`src/rtl/row_window_sequencer_if.sv`:
```
// Handshake bundle between the row source, the window sequencer and the block consumer.
// Names carry the sequencer's direction (i_ into it, o_ out of it).
interface row_window_sequencer_if #(
  parameter int ROW_W = 512,
  parameter int WIN_W = 3,
  parameter int COL_W = 9
);
  logic                 i_start;
  logic                 i_row_valid;
  logic                 o_row_ready;
  logic [ROW_W-1:0]     i_row_data;
  logic                 o_block_valid;
  logic                 i_block_ready;
  logic [2*WIN_W-1:0]   o_block;
  logic [COL_W-1:0]     o_col;
  logic [COL_W-1:0]     o_row;
  logic                 o_last_col;
  logic                 o_last_block;
  logic                 o_busy;
  logic                 o_done;

  modport slave (
    input  i_start, i_row_valid, i_row_data, i_block_ready,
    output o_row_ready, o_block_valid, o_block, o_col, o_row,
           o_last_col, o_last_block, o_busy, o_done
  );

  modport master (
    output i_start, i_row_valid, i_row_data, i_block_ready,
    input  o_row_ready, o_block_valid, o_block, o_col, o_row,
           o_last_col, o_last_block, o_busy, o_done
  );
endinterface

```
`src/rtl/row_window_sequencer.sv`:
```
// Turns a frame of binary rows into the 2 x WIN_W block stream of the connected-domain filter:
// consecutive rows are paired and shifted left one pixel per accepted block.
module row_window_sequencer #(
  parameter int ROW_W = 512,
  parameter int WIN_W = 3,
  parameter int ROWS  = 512,
  parameter int COL_W = 9
) (
  input  logic                  i_clk,
  input  logic                  i_rst_n,
  row_window_sequencer_if.slave bus
);

  localparam logic [COL_W-1:0] LAST_COL = COL_W'(ROW_W - WIN_W);
  localparam logic [COL_W-1:0] LAST_ROW = COL_W'(ROWS - 2);

  typedef enum logic [2:0] {
    S_IDLE,
    S_LOAD_FIRST,
    S_LOAD_NEXT,
    S_SCAN,
    S_DONE
  } state_t;

  state_t             r_state;
  logic [ROW_W-1:0]   r_upper_sh;
  logic [ROW_W-1:0]   r_lower_sh;
  logic [ROW_W-1:0]   r_lower_hold;
  logic [COL_W-1:0]   r_col;
  logic [COL_W-1:0]   r_row;
  logic               r_row_ready;
  logic               r_block_valid;
  logic               r_last_col;
  logic               r_last_block;
  logic               r_busy;
  logic               r_done;

  logic [COL_W-1:0]   w_col_inc;
  logic [COL_W-1:0]   w_row_inc;
  logic               w_row_fire;
  logic               w_blk_fire;
  logic               w_one_col;
  logic [2*WIN_W-1:0] w_block;

  assign w_col_inc  = r_col + COL_W'(1);
  assign w_row_inc  = r_row + COL_W'(1);
  assign w_row_fire = bus.i_row_valid & r_row_ready;
  assign w_blk_fire = r_block_valid & bus.i_block_ready;
  // A row exactly as wide as the window yields a single column per pair.
  assign w_one_col  = (LAST_COL == '0);

  genvar gi;
  generate
    for (gi = 0; gi < WIN_W; gi++) begin : g_tap
      assign w_block[WIN_W + gi] = r_upper_sh[ROW_W - WIN_W + gi];
      assign w_block[gi]         = r_lower_sh[ROW_W - WIN_W + gi];
    end
  endgenerate

  always_ff @(posedge i_clk or negedge i_rst_n) begin
    if (!i_rst_n) begin
      r_state       <= S_IDLE;
      r_upper_sh    <= '0;
      r_lower_sh    <= '0;
      r_lower_hold  <= '0;
      r_col         <= '0;
      r_row         <= '0;
      r_row_ready   <= 1'b0;
      r_block_valid <= 1'b0;
      r_last_col    <= 1'b0;
      r_last_block  <= 1'b0;
      r_busy        <= 1'b0;
      r_done        <= 1'b0;
    end else begin
      case (r_state)
        S_IDLE: begin
          if (bus.i_start) begin
            r_state      <= S_LOAD_FIRST;
            r_row        <= '0;
            r_col        <= '0;
            r_row_ready  <= 1'b1;
            r_busy       <= 1'b1;
            r_last_col   <= w_one_col;
            r_last_block <= w_one_col && (LAST_ROW == '0);
          end
        end

        S_LOAD_FIRST: begin
          if (w_row_fire) begin
            r_upper_sh <= bus.i_row_data;
            r_state    <= S_LOAD_NEXT;
          end
        end

        S_LOAD_NEXT: begin
          if (w_row_fire) begin
            r_lower_sh    <= bus.i_row_data;
            r_lower_hold  <= bus.i_row_data;
            r_col         <= '0;
            r_last_col    <= w_one_col;
            r_last_block  <= w_one_col && (r_row == LAST_ROW);
            r_row_ready   <= 1'b0;
            r_block_valid <= 1'b1;
            r_state       <= S_SCAN;
          end
        end

        S_SCAN: begin
          if (w_blk_fire) begin
            if (!r_last_col) begin
              r_upper_sh   <= {r_upper_sh[ROW_W-2:0], 1'b0};
              r_lower_sh   <= {r_lower_sh[ROW_W-2:0], 1'b0};
              r_col        <= w_col_inc;
              r_last_col   <= (w_col_inc == LAST_COL);
              r_last_block <= (w_col_inc == LAST_COL) && (r_row == LAST_ROW);
            end else if (!r_last_block) begin
              // The old lower row becomes the new upper row, unshifted.
              r_upper_sh    <= r_lower_hold;
              r_row         <= w_row_inc;
              r_last_block  <= (w_row_inc == LAST_ROW);
              r_block_valid <= 1'b0;
              r_row_ready   <= 1'b1;
              r_state       <= S_LOAD_NEXT;
            end else begin
              r_block_valid <= 1'b0;
              r_done        <= 1'b1;
              r_state       <= S_DONE;
            end
          end
        end

        S_DONE: begin
          r_done  <= 1'b0;
          r_busy  <= 1'b0;
          r_state <= S_IDLE;
        end

        default: begin
          r_state       <= S_IDLE;
          r_row_ready   <= 1'b0;
          r_block_valid <= 1'b0;
          r_busy        <= 1'b0;
          r_done        <= 1'b0;
        end
      endcase
    end
  end

  assign bus.o_row_ready   = r_row_ready;
  assign bus.o_block_valid = r_block_valid;
  assign bus.o_block       = w_block;
  assign bus.o_col         = r_col;
  assign bus.o_row         = r_row;
  assign bus.o_last_col    = r_last_col;
  assign bus.o_last_block  = r_last_block;
  assign bus.o_busy        = r_busy;
  assign bus.o_done        = r_done;

endmodule

```
`src/flat_wrapper.sv`:
```
// flat-port wrapper written by rule: the top's interface ports become plain ports
module row_window_sequencer_flat 
#(
  parameter int ROW_W = 512,
  parameter int WIN_W = 3,
  parameter int ROWS  = 512,
  parameter int COL_W = 9
)
  (i_clk, i_rst_n, bus_i_start, bus_i_row_valid, bus_i_row_data, bus_i_block_ready, bus_o_row_ready, bus_o_block_valid, bus_o_block, bus_o_col, bus_o_row, bus_o_last_col, bus_o_last_block, bus_o_busy, bus_o_done);
  row_window_sequencer_if #(.ROW_W(ROW_W), .WIN_W(WIN_W), .COL_W(COL_W)) bus_i ();
  input  logic i_clk;
  input  logic i_rst_n;
  input wire logic [$bits(bus_i.i_start)-1:0] bus_i_start;
  input wire logic [$bits(bus_i.i_row_valid)-1:0] bus_i_row_valid;
  input wire logic [$bits(bus_i.i_row_data)-1:0] bus_i_row_data;
  input wire logic [$bits(bus_i.i_block_ready)-1:0] bus_i_block_ready;
  output wire logic [$bits(bus_i.o_row_ready)-1:0] bus_o_row_ready;
  output wire logic [$bits(bus_i.o_block_valid)-1:0] bus_o_block_valid;
  output wire logic [$bits(bus_i.o_block)-1:0] bus_o_block;
  output wire logic [$bits(bus_i.o_col)-1:0] bus_o_col;
  output wire logic [$bits(bus_i.o_row)-1:0] bus_o_row;
  output wire logic [$bits(bus_i.o_last_col)-1:0] bus_o_last_col;
  output wire logic [$bits(bus_i.o_last_block)-1:0] bus_o_last_block;
  output wire logic [$bits(bus_i.o_busy)-1:0] bus_o_busy;
  output wire logic [$bits(bus_i.o_done)-1:0] bus_o_done;
  assign bus_i.i_start = bus_i_start;
  assign bus_i.i_row_valid = bus_i_row_valid;
  assign bus_i.i_row_data = bus_i_row_data;
  assign bus_i.i_block_ready = bus_i_block_ready;
  assign bus_o_row_ready = bus_i.o_row_ready;
  assign bus_o_block_valid = bus_i.o_block_valid;
  assign bus_o_block = bus_i.o_block;
  assign bus_o_col = bus_i.o_col;
  assign bus_o_row = bus_i.o_row;
  assign bus_o_last_col = bus_i.o_last_col;
  assign bus_o_last_block = bus_i.o_last_block;
  assign bus_o_busy = bus_i.o_busy;
  assign bus_o_done = bus_i.o_done;
  row_window_sequencer #(.ROW_W(ROW_W), .WIN_W(WIN_W), .ROWS(ROWS), .COL_W(COL_W)) u_core (.i_clk(i_clk), .i_rst_n(i_rst_n), .bus(bus_i));
endmodule
```
`config.mk`:
```
export PLATFORM = sky130hd
export DESIGN_NAME = row_window_sequencer_flat
export DESIGN_NICKNAME = d
export VERILOG_FILES = /design/src/rtl/row_window_sequencer_if.sv /design/src/rtl/row_window_sequencer.sv /design/src/flat_wrapper.sv
export SDC_FILE = /design/constraint.sdc
export NUM_CORES = 2
export LEC_CHECK = 0
export CAP_MARGIN = 20
export CORE_MARGIN = 5
export CORE_UTILIZATION = 60
export DETAILED_ROUTE_END_ITERATION = 16
export GPL_ROUTABILITY_DRIVEN = 1
export MAX_ROUTING_LAYER = met4
export PLACE_DENSITY = 0.93
export SETUP_SLACK_MARGIN = 0.02
export SYNTH_ARGS = -nofsm -noshare
export SYNTH_HDL_FRONTEND = slang
export SYNTH_SLANG_ARGS = --single-unit
```
`constraint.sdc`:
```
create_clock -name i_clk -period 4.8 [get_ports i_clk]
set_input_delay 0.72 -clock i_clk [delete_from_list [all_inputs] [get_ports i_clk]]
set_output_delay 0.72 -clock i_clk [all_outputs]
set_load 0.03 [all_outputs]
```
==> flow_metrics.tcl <==
set metrics [dict create \
    finalCritPeriodShare 0.723 \
    tns_ns 0 \
    grt_max_degree 161 \
    rsz0062_at_grt "false" \
    routedWlPerCell_um 23.4 \
    syn2layout_area_growth_pct 16.0 \
    cts.htree.levels 4 \
    hp-start "u_core.r_upper_sh[266]" \
    critPathKind "reg -> reg" \
    drc 0 \
    cts_setup_buffers 0 \
    async_flop_share 1.00 \
    placed_area_um2 77200 \
    maxCapViolations 0 \
    yosys_warnings 0 \
    firstDrtPassIters 8 \
    final_common_cell "dfrtp_1" \
    tightest_slew_ns 0.972 \
    routed_wl_um 196000 \
    worstPathRequired_ns 5.44 \
    reg2reg_from "u_core.bus.o_last_col" \
    synth_ff_type "dfrtp_1" \
    initial_core_util 0.603 \
    drt_iter0_markers 6211 \
    fp.coreArea_um2 118000 \
    dpl_worst_slack_ns 1.30 \
    cts_resized 0 \
    maxSlewHeadroom 0.352 \
    synth_edf_count 0 \
    syn_area_um2 71100 \
    rows 126 \
    placement.io_buffers 546 \
    crit_fanout 51 \
    gp_congestion 0.849 \
    layout_common_cells "1,562 x dfrtp_1, 1,045 x nand2_1, 973 x mux2_2" \
    hpwl_um 117000 \
    ant_nets 0 \
    finalSetupViolCount 0 \
    avgSynthCellArea_um2 11.3 \
    cts_buffers 157 \
    cts_hold_buf 1 \
    skew_ns 0.0340 \
    critPathArrivalTime_ns 4.12 \
    antenna_found_initial 46 \
    dieWidth_um 354 \
    power_leakage_uw 0.0356 \
    dieArea_um2 126000 \
    ys_seq_elements 1563 \
    fmax_mhz 288 \
    hp-class "reg -> reg" \
    crit_path_max_incr_delay_ns 1.06 \
    postLayoutCellArea_um2 82500 \
    cp_cell_sequence "buf_4 > buf_4 > mux2i_1 > o21ai_0 > mux2_2" \
    outcome "completed" \
    first_global_vias 56500 \
    p_per_area_nw_per_um2 652 \
    crit_path_frequent_cell "buf_4" \
    crit_start "u_core.bus.o_last_col" \
    period_minus_slack_ns 3.47 \
    synth_cell_types 51 \
    vias_per_cell 6.42 \
    peakVddDrop_mv 0.458 \
    cts_root_buf "clkbuf_16" \
    slew_viol_final 0 \
    hold_viol_final 0 \
    drive_gt1_frac 0.198 \
    grt-ovfl-total 0 \
    p_total_uw 53800 \
    synth_seq_area_share 0.550 \
    clockBufferDepth 3 \
    clk_latency_ns 0.78 \
    via_count 53600 \
    die_h_um 354 \
    grt_usage 0.314 \
    nNetsFinal 7172 \
    critPathSlowestCell "dfrtp_4" \
    numClockSinks 1563 \
    end_kind "flip-flop" \
    setup_ws_ns 1.33 \
    syn_nets 6813 \
    clk_pin_slew_ns 0.06 \
    cts_tree "yes" \
    postSynthCellCount 6291 \
    grt_pass1_wl_um 311000 \
    io_pins 547 \
    startpoint_type "flip-flop" \
]
==> path summary, 6_finish.rpt <==
kind	cells past startpoint	slack (ns)	endpoint
max	5	1.33	u_core.r_upper_sh[116]
min	1	0.49	u_core.r_upper_sh[266]
max reg2reg	5	1.33	u_core.r_upper_sh[116]
min reg2reg	1	0.49	u_core.r_upper_sh[266]
max in group asynchronous	3	2.85	u_core.r_upper_sh[510]
min in group asynchronous	2	0.59	u_core.r_upper_sh[161]
==> where the power goes <==
part	internal (µW)	switching, µW
Sequential	18600	3330
Combinational	8220	11200
Clock	7150	5320
Total	34000	19800
==> layout make-up <==
type / instances / area (µm²)
fillers: 6922 / 35400
diodes: 53 / 133
inverters: 9 / 33.8
well taps: 1536 / 1920
multi-input cells: 4250 / 29100
clock buffers: 231 / 4630
repair buffers: 669 / 7000
flip-flops and latches: 1563 / 39100
clock inverters: 45 / 554
==> worst max-delay path: cells and delay by family, from the launching register on <==
family	cells	cell delay [ns]
muxes	2	0.69
DFF	1	1.06
buffers and inverters	2	1.37
AOI/OAI and AO/OA	1	0.16
==> per-layer routing <==
layer | global-route usage | share of wire | vias up | wire length, µm
met5 | - | 0 | - | 0
met2 | 0.514 | 0.50 | 2924 | 98200
li1 | - | - | 22800 | -
met3 | 0.0607 | 0.072 | 787 | 14200
met1 | 0.371 | 0.37 | 27100 | 72200
met4 | 0.163 | 0.058 | 0 | 11300
==> stage by stage <==
| step | util | hold slack [ns] | instances |
|---|---|---|---|
| 3_5_place_dp | 0.654 | 0.480 | 8026 |
| 5_1_grt | 0.699 | 0.503 | 8353 |
| 3_3_place_gp | 0.654 | 0.472 | 8026 |
| 4_1_cts | 0.698 | 0.494 | 8303 |
| 6_report | 0.700 | 0.494 | 8356 |
| 2_1_floorplan | - | 0.424 | 6291 |
==> state kept, by name, summed over array words and instances (netlist names) <==
name and cells:
u_core.r_lower_sh 512, u_core.bus.o_last_block 1, u_core.bus.o_row 9, u_core.bus.o_done 1, u_core.bus.o_row_ready 1, u_core.bus.o_busy 1
u_core.bus.o_last_col 1, u_core.r_state 3, u_core.bus.o_col 9, u_core.r_lower_hold 512, u_core.r_upper_sh 512, u_core.bus.o_block_valid 1
==> synthesized netlist by cell type, types with 6 or more instances <==
master    number  area, µm²
o21ai_0      538       2690
dfrtp_1     1563      39100
nand3_1        7       35.0
clkbuf_1     121        454
buf_4         39        293
and3_1         6       37.5
buf_1         17       63.8
nand2_1     1045       3920
mux2_2       973      11000
mux2i_1      512       5120
nor2_1       533       2000
buf_2        194        971
a31oi_1      516       3230
a21oi_1        6       30.0
inv_1          9       33.8
mux2_1        50        563
buf_6         98       1100
nand4_1        7       43.8
==> kinds of logic (layout without fill, tap and decap cells) <==
family / after synthesis / count (layout) / share of synthesized area
compound gates: 1086 / 1086 / 0.0866
xor+xnor: 4 / 4 / 0.000493
fa+ha+maj: 5 / 5 / 0.000880
buf+inv: 478 / 954 / 0.0410
flops: 1563 / 1563 / 0.550
mux: 1535 / 1535 / 0.234
other cells: 0 / 53 / 0
simple gates: 1620 / 1620 / 0.0871
Note: power is estimated with default switching activity, not from simulation.
